--- src/rtl/lint_rr_arbiter.sv ---
// lint_rr_arbiter: N-channel arbiter feeding a single one-word output buffer.
// The winner is chosen combinationally from in_valid: round-robin after the
// last granted channel (MODE 0) or lowest index first (MODE 1). The buffer
// refills in the same cycle it drains, so a continuously ready consumer sees
// one word per clock. grant_cnt counts accepted input transfers and
// saturates at its maximum value.
module lint_rr_arbiter #(
    parameter int NCH  = 4,
    parameter int W    = 8,
    parameter int MODE = 0,
    parameter int CW   = 16
) (
    input  logic                     clk,
    input  logic                     rst_n,
    input  logic [NCH-1:0]           in_valid,
    input  logic [NCH*W-1:0]         in_data,
    output logic [NCH-1:0]           in_ready,
    output logic                     out_valid,
    input  logic                     out_ready,
    output logic [W-1:0]             out_data,
    output logic [$clog2(NCH)-1:0]   out_chan,
    output logic [CW-1:0]            grant_cnt
);

    localparam int LW = $clog2(NCH);

    // Registered state
    logic          out_valid_q, out_valid_d;
    logic [W-1:0]  out_data_q,  out_data_d;
    logic [LW-1:0] out_chan_q,  out_chan_d;
    logic [LW-1:0] ptr_q,       ptr_d;
    logic [CW-1:0] grant_q,     grant_d;

    // Arbitration signals
    logic [W-1:0]  ch_data [NCH];
    logic [LW-1:0] win_rr;
    logic [LW-1:0] win_fp;
    logic [LW-1:0] win;
    logic          space;
    logic          arb_en;
    logic          in_xfer;
    logic          out_xfer;

    // Unpack the flat data bus into one word per channel.
    generate
        for (genvar gi = 0; gi < NCH; gi++) begin : g_unpack
            assign ch_data[gi] = in_data[gi*W +: W];
        end
    endgenerate

    // Round-robin search: first requester after ptr, wrapping around.
    always_comb begin
        int   idx;
        logic found;
        win_rr = '0;
        found  = 1'b0;
        idx    = 0;
        for (int k = 1; k <= NCH; k++) begin
            idx = int'(ptr_q) + k;
            if (idx >= NCH) begin
                idx = idx - NCH;
            end
            if (!found && in_valid[idx]) begin
                win_rr = LW'(idx);
                found  = 1'b1;
            end
        end
    end

    // Fixed-priority search: scan downward so the lowest index wins last.
    always_comb begin
        win_fp = '0;
        for (int k = NCH - 1; k >= 0; k--) begin
            if (in_valid[k]) begin
                win_fp = LW'(k);
            end
        end
    end

    assign win = (MODE == 1) ? win_fp : win_rr;

    // Buffer can take a word when empty or draining this cycle; arbitration is
    // additionally gated by reset so nothing is offered while rst_n is low.
    assign space    = ~out_valid_q | out_ready;
    assign arb_en   = rst_n & space & (|in_valid);
    assign out_xfer = out_valid_q & out_ready;

    // One-hot ready towards the winning channel only.
    generate
        for (genvar gi = 0; gi < NCH; gi++) begin : g_ready
            assign in_ready[gi] = arb_en & (win == LW'(gi));
        end
    endgenerate

    assign in_xfer = |(in_valid & in_ready);

    // Next-state: load on input transfer, otherwise drain or hold.
    always_comb begin
        out_valid_d = out_valid_q;
        out_data_d  = out_data_q;
        out_chan_d  = out_chan_q;
        ptr_d       = ptr_q;
        grant_d     = grant_q;
        if (in_xfer) begin
            out_valid_d = 1'b1;
            out_data_d  = ch_data[win];
            out_chan_d  = win;
            ptr_d       = win;
            if (grant_q != {CW{1'b1}}) begin
                grant_d = grant_q + 1'b1;
            end
        end else if (out_xfer) begin
            out_valid_d = 1'b0;
        end
    end

    // State register; ptr resets to the last channel so channel 0 goes first.
    always_ff @(posedge clk or negedge rst_n) begin
        if (!rst_n) begin
            out_valid_q <= 1'b0;
            out_data_q  <= '0;
            out_chan_q  <= '0;
            ptr_q       <= LW'(NCH - 1);
            grant_q     <= '0;
        end else begin
            out_valid_q <= out_valid_d;
            out_data_q  <= out_data_d;
            out_chan_q  <= out_chan_d;
            ptr_q       <= ptr_d;
            grant_q     <= grant_d;
        end
    end

    assign out_valid = out_valid_q;
    assign out_data  = out_data_q;
    assign out_chan  = out_chan_q;
    assign grant_cnt = grant_q;

endmodule

--- config.mk ---
export PLATFORM = sky130hd
export DESIGN_NAME = lint_rr_arbiter
export DESIGN_NICKNAME = d
export VERILOG_FILES = /design/src/rtl/lint_rr_arbiter.sv
export SDC_FILE = /design/constraint.sdc
export NUM_CORES = 1
export LEC_CHECK = 0
export ABC_AREA = 1
export ABC_CLOCK_PERIOD_IN_PS = 4600
export BUFFER_PORTS_ARGS = -buffer_cell sky130_fd_sc_hd__buf_2
export CORE_MARGIN = 2
export CORE_UTILIZATION = 54
export DETAILED_ROUTE_END_ITERATION = 12
export HOLD_SLACK_MARGIN = 0.12
export PLACE_DENSITY = 0.94
export SLEW_MARGIN = 20
export SYNTH_ARGS = -nofsm -noshare
export SYNTH_HDL_FRONTEND = slang
export SYNTH_SLANG_ARGS = --single-unit
--- constraint.sdc ---
create_clock -name clk -period 4.6 [get_ports clk]
set_clock_uncertainty 0.05 [all_clocks]
set_input_delay 0.69 -clock clk [delete_from_list [all_inputs] [get_ports clk]]
set_output_delay 0.69 -clock clk [all_outputs]
set_load 0.05 [all_outputs]
# Yosys cells after proc, flatten, opt, wreduce, memory -nomap -nowiden
# Cells that the tools add are included.
[word_totals] in_bits=39 word_cells=77 ff_bits=29
[classes] n_bitwise=11 eq_ne=4 order_cmp=9 mux=28 n_addsub=9 n_reduce_logical=11
[ops] operator="$lt 32x4->1 const B" n=4
[ops] operator="$mux 32" n=4
[ops] operator="$add 16x1->16 const B" n=1
[ops] operator="$bmux 8 s2" n=1
[ops] operator="$mux 8" n=2
[ops] operator="$ne 16x16->1 const B" n=1
[ops] operator="$mux 1" n=13
[ops] operator="$ge 3x3->1 const B" n=4
[ops] operator="$sub 3x3->4 const B" n=3
[ops] operator="$bmux 1 s2" n=4
[ops] operator="$mux 2" n=4
[ops] operator="$reduce_or 4->1" n=2
[ops] operator="$and 1x1->1" n=7
[ops] operator="$add 2x2->3 const B" n=2
[ops] operator="$sub 4x3->5 const B" n=1
[ops] operator="$add 2x3->4 const B" n=1
[ops] operator="$and 4x4->4" n=1
[ops] operator="$eq 2x2->1 const B" n=2
[ops] operator="$ge 4x3->1 const B" n=1
[ops] operator="$add 2x1->3 const B" n=1
[ops] operator="$logic_and 1x1->1" n=3
[ops] operator="$logic_not 1->1" n=3
[ops] operator="$not 2->3" n=1
[ops] operator="$eq 2x1->1 const B" n=1
[ops] operator="other kinds (5)" n=5

# Longest topological paths before layout
[depth] depth_word=21 ltp_mapped=16 ltp_nobuf=15

# Least setup slack after synthesis
# OpenSTA, ideal clock, no wires.
[synth_timing] kind="input port to output port" start="input port in_valid[2]" end="output port in_ready[1]" path_buffers=1 t_required_ns=3.860 path_stages=10 path_slack_ns=1.231 arrival_ns=2.629 cell_sequence="nand2_1 > nand2_1 > nand2_1 > nand2_4 > nor2_8 > nand4_4 > nand2_4 > buf_8 > inv_2 > nor3_1"
[synth_via] elab_chain_cells=15
[synth_rtl] item="start, declared" line_no="15" source="input logic [NCH-1:0] in_valid,"
[synth_rtl] item="$bmux 1 s2" line_no="63" source="if (!found && in_valid[idx]) begin"
[synth_rtl] item="$mux 1 (not written as such) (2 in a row)" line_no="63"
[synth_rtl] item="$mux 1" line_no="63"
[synth_rtl] item="$logic_not 1->1" line_no="63"
[synth_rtl] item="$logic_and 1x1->1" line_no="63"
[synth_rtl] item="$mux 1" line_no="63"
[synth_rtl] item="$logic_not 1->1" line_no="63"
[synth_rtl] item="$logic_and 1x1->1" line_no="63"
[synth_rtl] item="$mux 1" line_no="63"
[synth_rtl] item="$logic_not 1->1" line_no="63"
[synth_rtl] item="$logic_and 1x1->1" line_no="63"
[synth_rtl] item="$mux 2" line_no="63"
[synth_rtl] item="$eq 2x1->1" line_no="91" source="assign in_ready[gi] = arb_en & (win == LW'(gi));"
[synth_rtl] item="$and 1x1->1 (*)" line_no="91"
[synth_rtl] item="end, declared" line_no="17" source="output logic [NCH-1:0] in_ready,"
# Every way passes the cells marked *; elsewhere a longest branch is shown, timed or not. The select of a mux whose other input is x is not followed.

# Final worst setup path
[layout_timing] start="register ptr_q[0]" end="output port in_ready[1]"
[layout_via] elab_chain_cells=18
[layout_rtl] item="start, declared" line_no="31" source="logic [LW-1:0] ptr_q, ptr_d;"
[layout_rtl] item="start signal, assigned" line_no="123" source="ptr_q <= LW'(NCH - 1);"
[layout_rtl] item="start signal, assigned" line_no="129" source="ptr_q <= ptr_d;"
[layout_rtl] item="$add 2x1->3" line_no="59" source="idx = int'(ptr_q) + k;"
[layout_rtl] item="$sub 3x3->4 / $ge 3x3->1 (equally long branches)" line_no="61, 60"
[layout_rtl] item="$mux 32" line_no="60" source="if (idx >= NCH) begin"
[layout_rtl] item="$bmux 1 s2" line_no="63"
[layout_rtl] item="$mux 1 (not written as such) (2 in a row)" line_no="63"
[layout_rtl] item="$mux 1" line_no="63"
[layout_rtl] item="$logic_not 1->1" line_no="63"
[layout_rtl] item="$logic_and 1x1->1" line_no="63"
[layout_rtl] item="$mux 1" line_no="63"
[layout_rtl] item="$logic_not 1->1" line_no="63"
[layout_rtl] item="$logic_and 1x1->1" line_no="63"
[layout_rtl] item="$mux 1" line_no="63"
[layout_rtl] item="$logic_not 1->1" line_no="63"
[layout_rtl] item="$logic_and 1x1->1" line_no="63"
[layout_rtl] item="$mux 2 (*)" line_no="63"
[layout_rtl] item="$eq 2x1->1 (*)" line_no="91"
[layout_rtl] item="$and 1x1->1 (*)" line_no="91"
# Marks and branches as above.

==> flow_metrics.tcl <==
set metrics [dict create \
    finalHoldViolCount 0 \
    ant_nets 0 \
    synth-async-reset-ratio_pct 100 \
    maxSlewViolCount 0 \
    die-area_um2 4260 \
    synth_edf_count 0 \
    routed_wl_um 4740 \
    drive_gt1_share_pct 32.8 \
    die_y_um 65.3 \
    clock_latency_ps 280 \
    cts_setup_buffers 0 \
    dpl_worst_slack_ps 1140 \
    hold_class "input pin to asynchronous set/reset pin" \
    setup_violations 0 \
    design_area_um2 2460 \
    cts_buffers 5 \
    cts_buffer_depth 2 \
    period_share_pct 80.2 \
    relSlewSlack_pct 52.9 \
    io_pins 70 \
    ir_drop_mv 0.682 \
    port_buffers 69 \
    grt_max_degree 31 \
    firstDrtPassIters 4 \
    routed_via_density 5.16 \
    syn_area_um2 2030 \
    worstReg2RegStart "ptr_q[0]$_DFFE_PN1P_" \
    diodes 0 \
    rsz0062_at_grt "no" \
    drc_errors 0 \
    r2r-end "out_data[5]$_DFFE_PN0P_" \
    synth.distinct_cells 29 \
    endpoint "in_ready[1]" \
    synthTopCellsByArea "dfrtp_1 33%, nand2_1 21%, nand3_1 7.4%" \
    synth_common_cells "112 x nand2_1, 30 x nand3_1, 27 x dfrtp_1" \
    setup_ws_ps 909 \
    synthFlopType "dfrtp_1" \
    std_cell_rows 22 \
    initial_core_util_pct 55.9 \
    reg2reg_depth 13 \
    max_cap_violations 0 \
    cts.repair.resized 0 \
    antenna_found_initial 0 \
    cts_hold_buf 0 \
    dp_hpwl_um 3550 \
    postSynthAreaPerCell_um2 7.20 \
    tightest_slew_ps 703 \
    cp.required_ps 3860 \
    cp-start-kind "register" \
    ys_ff_latch 29 \
    drt_iter0_drc 174 \
    yosys.area.top_type_share_pct 33.3 \
    grtUsageTotal_pct 23.8 \
    grt_first_pass_wirelength_um 7870 \
    h-tree-depth 2 \
    syn_nets 322 \
    area_delta_synth_final_pct 21.2 \
    timing.fmax_mhz 271 \
    gp_congestion 0.821 \
    cts_tree "yes" \
    first_global_vias 1888 \
    core_um2 3630 \
    cts_root_buf "clkbuf_8" \
    critPathCaptureType "output port" \
    die_x_um 65.3 \
    fin_util_pct 67.7 \
    dp.cells 391 \
    yosysSeqAreaShare_pct 35.9 \
    worstSetupPathType "register to output port" \
    status "finished, final reports clean" \
    tns_ps 0 \
    leakage_uw 0.00138 \
    wl_per_cell_um 11.9 \
    synth.most_common_cell "nand2_1" \
    yosys.area.top_type "dfrtp_1" \
    min_period_ps 3690 \
    yosysWarnings 0 \
    cts.sinks 29 \
    startpoint "ptr_q[0]$_DFFE_PN1P_" \
    rrSetupSlack_ps 1910 \
    nNetsFinal 390 \
    synthCells 282 \
    dpl_cell_area_um2 2370 \
    overflow 0 \
    path_clk_slew_ps 60 \
    vias 2057 \
    worstPathMaxFanout 11 \
    power.density_nw_per_um2 794 \
    instances_no_fill 399 \
    cp.arrival_ps 2950 \
]
-- metal layers --
metal	track usage (%)	wire length (um)	vias to the layer above	share of wire (%)
met5	0	0	-	0
met3	5.14	218	9	4.6
met1	28.5	2060	961	43
li1	-	-	1028	-
met4	10.7	112	0	2.4
met2	40.8	2360	59	50
-- registers in the layout, summed over array words and instances, names as in the netlist --
signal,flops
grant_cnt,16
out_chan,2
out_data,8
out_valid,1
ptr_q,2
-- cell families (layout without fill, tap and decap cells) --
kind of cell | count (synthesis) | count (layout) | share of synthesized area, %
AOI/OAI and AO/OA | 8 | 8 | 2.59
xor gates and xnor gates | 15 | 15 | 6.47
adders and majority gates | 1 | 1 | 0.616
buffers and inverters | 29 | 98 | 7.46
DFF | 29 | 29 | 35.9
and+or+nand+nor | 200 | 200 | 47.0
-- cell type report --
class	instances	area (um^2)
multi-input combinational	224	1150
clock buffer	8	90.1
timing repair buffer	71	360
sequential	29	728
tap	48	60.1
fill	333	1170
inverter	19	71.3
-- stage by stage --
| step | total power [uW] | hold WS [ps] |
|---|---|---|
| 5_1_grt | 2120 | 373 |
| 2_1_floorplan | 1600 | 344 |
| 3_3_place_gp | 1710 | 412 |
| 6_report | 1950 | 353 |
| 3_5_place_dp | 1740 | 414 |
| 4_1_cts | 1960 | 358 |
-- worst max-delay path, stage by stage (launching register included) --
cell and delay (ps):
dfstp_2 670, inv_1 190, nand2_1 110, nand2_2 90, nand3_1 110, o21ai_2 100
nand2_2 110, nor2_1 40, nor2_1 550, inv_2 240, nor3_1 170, buf_2 290
-- power by group --
group          switching (uW)  internal [uW]  total, uW  leakage [uW]
registers                85.4            345        431      0.000369
logic                     952            359       1310      0.000970
clock network            90.1            122        212     0.0000455
total                    1130            826       1950       0.00138
-- cells in the final DEF, fill, tap and decap left out, types with 2 or more instances in the layout --
| cell | n |
|---|---|
| clkbuf_1 | 2 |
| nor3_1 | 6 |
| dfrtp_1 | 27 |
| inv_2 | 3 |
| buf_4 | 2 |
| nand2_1 | 112 |
| clkbuf_8 | 6 |
| nand2_2 | 23 |
| nand2_4 | 5 |
| xor2_1 | 6 |
| buf_2 | 69 |
| o21ai_1 | 2 |
| nor4_1 | 4 |
| dfstp_2 | 2 |
| nand3_1 | 30 |
| xnor2_1 | 9 |
| o21ai_0 | 3 |
| nand4_1 | 5 |
| inv_1 | 15 |
| nor2_1 | 12 |
-- how the worst min path moves through the flow --
| stage | startpoint | end | depth (start not counted) |
|---|---|---|---|
| global route | rst_n | grant_cnt[14]$_DFFE_PN0P_ | 2 |
| global placement | out_data[1]$_DFFE_PN0P_ | out_data[1]$_DFFE_PN0P_ | 2 |
| CTS | rst_n | grant_cnt[14]$_DFFE_PN0P_ | 2 |
| finish | rst_n | grant_cnt[14]$_DFFE_PN0P_ | 2 |
| floorplan | rst_n | grant_cnt[0]$_DFFE_PN0P_ | 0 |
| detailed placement | out_data[0]$_DFFE_PN0P_ | out_data[0]$_DFFE_PN0P_ | 2 |
Power figures use the tool's default switching activity.
